**config.mk**
```make
export PLATFORM = sky130hd
export DESIGN_NAME = iir_fb
export DESIGN_NICKNAME = d
export VERILOG_FILES = /design/src/rtl/iir_fb.sv
export SDC_FILE = /design/constraint.sdc
export NUM_CORES = 1
export LEC_CHECK = 0
export ABC_CLOCK_PERIOD_IN_PS = 13340
export CORE_UTILIZATION = 52
export CTS_BUF_LIST = sky130_fd_sc_hd__clkbuf_8
export DETAILED_ROUTE_END_ITERATION = 8
export GPL_ROUTABILITY_DRIVEN = 0
export GPL_TIMING_DRIVEN = 0
export PLACE_DENSITY = 0.69
export SYNTH_ARGS = -nofsm -noshare
export SYNTH_HDL_FRONTEND = slang
export SYNTH_SLANG_ARGS = --single-unit
```
**constraint.sdc**
```tcl
create_clock -name clk -period 13.34 [get_ports clk]
set_clock_uncertainty 0.15 [all_clocks]
set_input_delay 2.001 -clock clk [delete_from_list [all_inputs] [get_ports clk]]
set_output_delay 2.001 -clock clk [all_outputs]
set_load 0.005 [all_outputs]
```
**src/rtl/iir_fb.sv**
```systemverilog
// Recursive (denominator) half of the IIR filter: y[n] = x[n] - sum a[k]*y[n-1-k],
// evaluated one tap per cycle on a single shared multiply-accumulate.
module iir_fb #(
    parameter int PRECISION   = 16,
    parameter int COEFF_WIDTH = 16,
    parameter int N           = 4,
    parameter int FRAC_BITS   = 14
) (
    input  logic                          clk,
    input  logic                          rst_n,
    input  logic                          clear,
    input  logic                          x_valid,
    output logic                          x_ready,
    input  logic signed [PRECISION-1:0]   x,
    input  logic [COEFF_WIDTH*N-1:0]      packed_a_coeffs,
    output logic                          y_valid,
    output logic signed [PRECISION-1:0]   y
);

    localparam int AW = PRECISION + COEFF_WIDTH + $clog2(N + 1) + 1;
    localparam int PW = PRECISION + COEFF_WIDTH;
    localparam int KW = (N > 1) ? $clog2(N) : 1;

    localparam logic signed [AW-1:0] ROUND = AW'(1) << (FRAC_BITS - 1);
    localparam logic signed [AW-1:0] Y_MAX = (AW'(1) << (PRECISION - 1)) - AW'(1);
    localparam logic signed [AW-1:0] Y_MIN = ~Y_MAX;

    typedef enum logic [1:0] {
        IDLE,
        MAC,
        OUT
    } state_t;

    state_t state;
    state_t state_next;

    logic [KW-1:0]                 k;
    logic                          k_last;
    logic                          accept;
    logic signed [COEFF_WIDTH-1:0] a_reg [N];
    logic signed [PRECISION-1:0]   y_dly [N];
    logic signed [AW-1:0]          acc;
    logic signed [AW-1:0]          x_ext;
    logic signed [PW-1:0]          prod;
    logic signed [AW-1:0]          prod_ext;
    logic signed [AW-1:0]          acc_round;
    logic signed [AW-1:0]          acc_shift;
    logic signed [PRECISION-1:0]   y_sat;

    assign k_last   = (k == KW'(N - 1));
    assign accept   = x_valid & x_ready;
    assign x_ext    = {{(AW - PRECISION){x[PRECISION-1]}}, x};
    assign prod     = a_reg[k] * y_dly[k];
    assign prod_ext = {{(AW - PW){prod[PW-1]}}, prod};
    assign acc_round = acc + ROUND;
    assign acc_shift = acc_round >>> FRAC_BITS;

    always_comb begin
        if (acc_shift > Y_MAX) begin
            y_sat = {1'b0, {(PRECISION - 1){1'b1}}};
        end else if (acc_shift < Y_MIN) begin
            y_sat = {1'b1, {(PRECISION - 1){1'b0}}};
        end else begin
            y_sat = acc_shift[PRECISION-1:0];
        end
    end

    always_ff @(posedge clk) begin
        if (!rst_n) begin
            state <= IDLE;
        end else if (clear) begin
            state <= IDLE;
        end else begin
            state <= state_next;
        end
    end

    // OUT also accepts, so back-to-back samples cost exactly N+1 cycles each
    always_comb begin
        state_next = state;
        x_ready    = 1'b0;
        case (state)
            IDLE: begin
                x_ready = 1'b1;
                if (x_valid) begin
                    state_next = MAC;
                end
            end
            MAC: begin
                if (k_last) begin
                    state_next = OUT;
                end
            end
            OUT: begin
                x_ready    = 1'b1;
                state_next = x_valid ? MAC : IDLE;
            end
            default: state_next = IDLE;
        endcase
    end

    always_ff @(posedge clk) begin
        if (!rst_n) begin
            acc     <= '0;
            k       <= '0;
            y       <= '0;
            y_valid <= 1'b0;
            for (int i = 0; i < N; i++) begin
                a_reg[i] <= '0;
                y_dly[i] <= '0;
            end
        end else if (clear) begin
            acc     <= '0;
            k       <= '0;
            y_valid <= 1'b0;
            for (int i = 0; i < N; i++) begin
                y_dly[i] <= '0;
            end
        end else begin
            y_valid <= 1'b0;
            case (state)
                MAC: begin
                    acc <= acc - prod_ext;
                    k   <= k_last ? '0 : k + 1'b1;
                end
                OUT: begin
                    y        <= y_sat;
                    y_valid  <= 1'b1;
                    y_dly[0] <= y_sat;
                    for (int i = 1; i < N; i++) begin
                        y_dly[i] <= y_dly[i-1];
                    end
                end
                default: ;
            endcase
            // coefficients are frozen per sample so mid-flight changes cannot corrupt it
            if (accept) begin
                acc <= x_ext <<< FRAC_BITS;
                k   <= '0;
                for (int i = 0; i < N; i++) begin
                    a_reg[i] <= packed_a_coeffs[COEFF_WIDTH*i +: COEFF_WIDTH];
                end
            end
        end
    end

endmodule

```
==> summary.txt <==
Layout
  – Final #Nets: around 2700
  – Final std cells w/o fill: 2749
  – Final core utilization: 58.2%
  – Fraction of layout cells with a size suffix above 1: 3.86%
  – Area growth, synth to finish: 10.5%
  – FILL cells: ~3500

Die
  – Die width: 200 µm
  – Row count: a little over 70
  – Initial core utilization: 52.7%
  – # IOs: 102
  – Die area: 39800 µm²
  – Die span in y: 200 µm
  – Core ar.: 38600 µm²

CTS
  – Postcts setup bufs: 0
  – Clock sink total: 187
  – Max Root-Sink Buffers: 2
  – Clock Latency Late Sink: around 0.53 ns
  – Reg clk slew, reported paths: about 0.1 ns
  – Root buf cell: clkbuf_8
  – H-tree levels: 4
  – CTS Buf Count: 17
  – CTS tree: built
  – PostCTS Resize Cnt: 0
  – Post-CTS Hold Buffers: 0

STA
  – Fmax achieved: 0.0905 GHz
  – Worst slew pin tran: 1.31 ns
  – Final period utilization: 82.9%
  – Final hold violation count: 0
  – Relative slew slack: a little under an eighth
  – Final Hold Slack: 0.327 ns
  – Min setup slack post-route: about 2.3 ns
  – Minimum clock period: 11.05 ns
  – Slew Limit Fails: 0
  – Setup TNS: 0 ns
  – RSZ-0062 raised after global routing: no
  – Final setup fails: 0

Yosys
  – Post-synthesis cell count: 2096
  – Cell variety after synth: 57
  – Seq cells post-synth: 187
  – Top FF cell, synth: edfxtp_1
  – Synth Cell Area: 20300 µm²
  – Seq/Total Area, Yosys: 24.0%
  – Asr flop ratio synth: 0%
  – Mapped Nets: roughly 2600
  – Mapped Avg Cell Area: 9.69 µm²
  – Yosys warnings: 0
  – Post-synth EDFFs: 112

Power
  – Static Leak: 9.85 nW
  – VDD IR-drop max: 451 µV
  – Sw Ratio: 51.6%
  – Sequential fraction of design power: 13.3%
  – Pwr dens: 232 nW/µm²
  – Clock power frac: about 7.7%
  – Sw Pwr: 2.68 mW
  – Internal power: 2.51 mW
  – Power share of the combinational group: around four fifths

Flow run
  – Max Cap Violations: 0

Worst setup path
  – R2r setup slk: 2.29 ns
  – Max FO, Critical Path: 10
  – CP Data Required Time: between 10 and 15 ns
  – Worst path slowest cell: clkbuf_1
  – Startpoint Class: register
  – Worst EP arrival: around 11 ns
  – Crit. End Element: register
  – Worst setup path class: reg2reg
  – Max incr delay on CP: roughly 0.74 ns

Global route
  – Vias in the first global route: approximately 16000
  – Initial antenna violation count: 2
  – First-pass GRT wire length: 90000 µm
  – GR Util All Layers: 30.9%
  – Grt total ovfl: 0
  – Largest net degree at the start of global routing: 33

Placement
  – IO buf count: 100
  – Detailed placement HPWL: 46600 µm
  – Setup WS pre-CTS: around 2.5 ns
  – Dpl cells: 2716

Routing
  – Post-Route WL: 57200 µm
  – Drt first pass iters: 5
  – Routed length per instance: 20.8 µm
  – Antenna Nets Post-Route: 0
  – Vias/cell: 5.53
  – Vias: 15200
  – DRC violations left: 0
  – DR iter-0 viols: 1357

Worst hold path
  – Hold Path Class: reg2reg

Run status
  – Outcome: complete, no violations
==> final timing paths <==
| kind | from | cells past startpoint | to |
|---|---|---|---|
| min reg2reg | y_dly[2][1] | 2 | y_dly[2][1] |
| max | register | 32 | acc[32] |
| max reg2reg | register | 32 | acc[32] |
| min | y_dly[2][1] | 2 | y_dly[2][1] |
==> worst max-delay path, delay by kind of cell, from the launching register on <==
family                   cells  cell delay [ns]
adder cells (fa/ha/maj)      7             3.71
XOR/XNOR                     1             0.16
AND/OR/NAND/NOR              3             0.47
buffers and inverters       10             2.93
flip-flops                   1             0.58
multiplexers                 1             0.38
AO/OA/AOI/OAI               10             2.53
==> per-stage QoR <==
stage               power, mW  instance area (µm²)
floorplan                3.75                20300
CTS                      5.19                22400
finish                   5.19                22400
global placement         4.67                22000
detailed placement       4.76                22000
global route             5.74                22400
==> layer usage <==
layer | vias up | track usage (%) | wire length (µm)
met1 | 7717 | 40.1 | 23400
met5 | - | 0 | 0
met4 | 0 | 14.1 | 2480
met3 | 118 | 4.78 | 3740
met2 | 580 | 51.1 | 27500
li1 | 6791 | - | -
==> power groups by stage <==
stage	Sequential, mW	Clock, mW	Combinational, mW
final	0.689	0.402	4.10
after global routing	0.694	0.425	4.62
after CTS	0.689	0.410	4.09
after detailed placement	0.702	0	4.06
after global placement	0.703	0	3.96
after floorplan	0.691	0	3.06
==> cells by family after synthesis <==
kind of cell,after synthesis,synth area share (%)
and+or+nand+nor,598,13.9
DFF,187,24.0
AOI/OAI and AO/OA,234,7.57
muxes,51,3.67
buffers and inverters,542,10.1
xor gates and xnor gates,60,2.59
adders and majority gates,424,38.2
==> cell type report <==
cell class                 count  area (µm²)  share of cell area [%]
multi-input combinational   1367       13400                    59.8
sequential                   187        4860                    21.7
inverter                     450        1690                    7.53
timing repair buffer         102        1040                    4.64
tap                          518         648                    2.89
buffer                        92         362                    1.61
clock buffer                  17         234                    1.04
clock inverter                15         183                   0.815
antenna                        1        2.50                  0.0112
==> synthesized netlist by cell type (15+ instances only) <==
library cell	instances	share of area [%]
and3_1	100	3.1
inv_1	449	8.3
xnor2_1	45	1.9
nand3_1	15	0.37
nor2_1	132	2.4
mux2i_1	17	0.84
a21o_1	29	1.1
nor2b_1	33	1.0
fa_1	326	32
nand2_1	222	4.1
dfxtp_1	75	7.4
a211oi_1	18	0.67
o21ai_0	32	0.79
ha_1	98	6.0
mux4_2	17	1.9
mux2_2	16	0.89
o21a_1	28	1.0
xor2_1	15	0.65
clkbuf_1	85	1.6
edfxtp_1	112	17
and2_1	47	1.4
a21oi_1	65	1.6
==> cell usage in the layout (no fill, tap or decap), types with 45 or more instances in the layout <==
| cell | instances |
|---|---|
| inv_1 | 451 |
| fa_1 | 326 |
| nand2_1 | 221 |
| nor2_1 | 132 |
| edfxtp_1 | 112 |
| and3_1 | 100 |
| clkdlybuf4s50_1 | 100 |
| ha_1 | 98 |
| clkbuf_1 | 85 |
| dfxtp_1 | 75 |
| a21oi_1 | 65 |
| and2_1 | 47 |
| xnor2_1 | 45 |
Power figures use the tool's default switching activity.
==> RTL edit (same flow settings) <==
Set the parameter `FRAC_BITS` to 8 (it was 14).
--- a/src/rtl/iir_fb.sv
+++ b/src/rtl/iir_fb.sv
@@ -6,3 +6,3 @@
     parameter int N           = 4,
-    parameter int FRAC_BITS   = 14
+    parameter int FRAC_BITS   = 8
 ) (
Behaviour: same outputs for any inputs over 4 cycles, from zero or initial values and one cycle with rst_n low; that may be too few to reach the edited logic, so the function may still have changed.
==> RTL edit against the original RTL <==
- synthesized cell count rose by 1.7%
- critical path depth fell by 5
- final area rose by 0.46%
- total power rose by 6.3%
- wire length fell by 3.0%
- area after synthesis rose by 0.57%
- via count fell by 0.13%
- die area rose by 0.57%
- setup slack improved by 1200 ps
- sequential cell count did not move
- core utilization rose by 0.13 points
- worst hold slack got worse by 7.2 ps
- cell count rose by 1.3%
- largest power group unchanged
==> RTL edit: results (changes against the original RTL) <==
stage,metric,value,unit,change
cts,tritoncts.num_buffers,17,,unchanged
hold_path,hp-start,y[4],,
drt,dr.pass1.iters,6,,+1
cts,cts_buffer_depth,2,,unchanged
global_route,antenna_found_initial,1,,-1
cells_and_area,num_antenna_cells,0,,-1
global_route,grt_max_degree,35,,+6.1%
synth,synth_edf_count,112,,unchanged
cts,cts_setup_buffers,0,,unchanged
synth,synthArstFlopShare,0,,unchanged
global_route,grt_pass1_vias,15900,,-1.2%
timing,tightest_slew,1420,ps,+113 ps
global_route,grt_pass1_wl,89.4,mm,-0.69%
synth,ys_top_cells_by_count,"inv_1 (452), fa_1 (323), nand2_1 (221)",,
synth,synthTopCellsByArea,"fa_1 (32%), edfxtp_1 (16%), inv_1 (8.3%), dfxtp_1 (7.4%), ha_1 (6.2%)",,
drt,wl_per_cell,19.9,µm,-4.2%
placed_design,io_buffers,101,,+1.0%
cts,clk_latency,490,ps,-40 ps
drt,first_iter_violations,1125,,-17%
synth,syn_nets,2640,,+1.4%
cts,ctsHtreeMaxLevel,4,,unchanged
drt,vias,15200,,-0.13%
synth,ys.flop_type,edfxtp_1,,
cts,cts-resized-gates,0,,unchanged
hold_path,min_path_type,flop to flop,,
synth,ys_seq_area_frac,0.238,,-0.00137
global_route,grtUsageTotal,0.292,,-0.0173
cts,path_clk_slew,110,ps,
power_and_ir_drop,leakage,0.00982,µW,-0.31%
synth,yosysUniqueCellTypes,67,,+18%
cells_and_area,nFillCells,3351,,-3.1%
synth,syn_inst,2132,,+1.7%
critical_path,crit_fanout,10,,unchanged
cells_and_area,drive_gt1_frac,0.0437,,+0.00512
drt,wl,55.4,mm,-3.0%
flow_run,maxCapViolations,0,,unchanged
critical_path,arrival,10120,ps,-1170 ps
power_and_ir_drop,power.share.switching,0.530,,+0.0138
drt,ant_nets,0,,unchanged
critical_path,start_kind,flop,,
cts,clock-root-buffer,clkbuf_8,,
placed_design,dp_hpwl,46.3,mm,-0.68%
run_status,status,finished clean,,
power_and_ir_drop,vdd_drop_max,0.258,mV,-43%
synth,yosys_warnings,0,,unchanged
placed_design,place_inst,2752,,+1.3%
RTL edit: layout make-up:
class                   instances  area (µm²)  share of cell area
multi-input cells            1411       13500               0.601
flip-flops and latches        187        4860               0.216
inverters                     452        1700              0.0753
repair buffers                102        1030              0.0458
well taps                     518         648              0.0288
plain buffers                  82         329              0.0146
clock buffers                  17         234              0.0104
clock inverters                15         178             0.00789
RTL edit: cell families (layout without fill, tap and decap cells):
group,Yosys count,in the layout,synth area share
buf+inv,534,668,0.0992
compound gates,262,262,0.0810
fa+ha+maj,424,424,0.379
xor+xnor,58,58,0.0249
simple gates,608,608,0.140
mux,59,59,0.0378
flops,187,187,0.238
RTL edit: stage by stage:
| stage | worst slack [ps] | area [µm²] | util | hold slack, ps | total power (µW) |
|---|---|---|---|---|---|
| floorplan | 5740 | 20400 | - | 290 | 4030 |
| global placement | 3690 | 22100 | 0.571 | 284 | 4990 |
| detailed placement | 3590 | 22100 | 0.572 | 291 | 5040 |
| CTS | 3570 | 22500 | 0.583 | 322 | 5470 |
| global route | 3130 | 22500 | 0.583 | 337 | 6100 |
| finish | 3470 | 22500 | 0.583 | 320 | 5520 |
RTL edit: power by group through the flow:
stage          clock [µW]  combinational, µW  sequential [µW]
6_report              393               4410              712
5_1_grt               421               4960              719
4_1_cts               398               4360              710
3_5_place_dp            0               4310              723
3_3_place_gp            0               4270              722
2_1_floorplan           0               3320              706
RTL edit: layer usage:
layer | global-route usage | wire, µm
met4 | 0.0898 | 1670
met5 | 0 | 0
met3 | 0.0651 | 4210
met2 | 0.469 | 26100
met1 | 0.395 | 23400
RTL edit: worst paths after layout:
| path | end | slack, ps | cells after the start |
|---|---|---|---|
| max reg2reg | acc[31] | 3470 | 27 |
| min reg2reg | y[4] | 320 | 1 |
| max | acc[31] | 3470 | 27 |
| min | y[4] | 320 | 1 |
RTL edit: worst max-delay path, stage by stage (launching register included):
cell	delay (ps)
dfxtp_1	310
buf_2	280
buf_1	660
clkbuf_1	760
mux2i_1	260
nand2_1	70
o21ai_1	650
clkbuf_1	540
nor2_1	150
fa_1	560
inv_1	50
fa_1	530
fa_1	460
fa_1	560
fa_1	550
inv_1	60
fa_1	540
inv_1	50
ha_1	260
clkbuf_1	310
nand4_1	190
o211ai_1	130
nor3b_1	300
nand4_1	140
a21oi_1	400
o221ai_1	280
a21boi_1	200
a221o_1	320
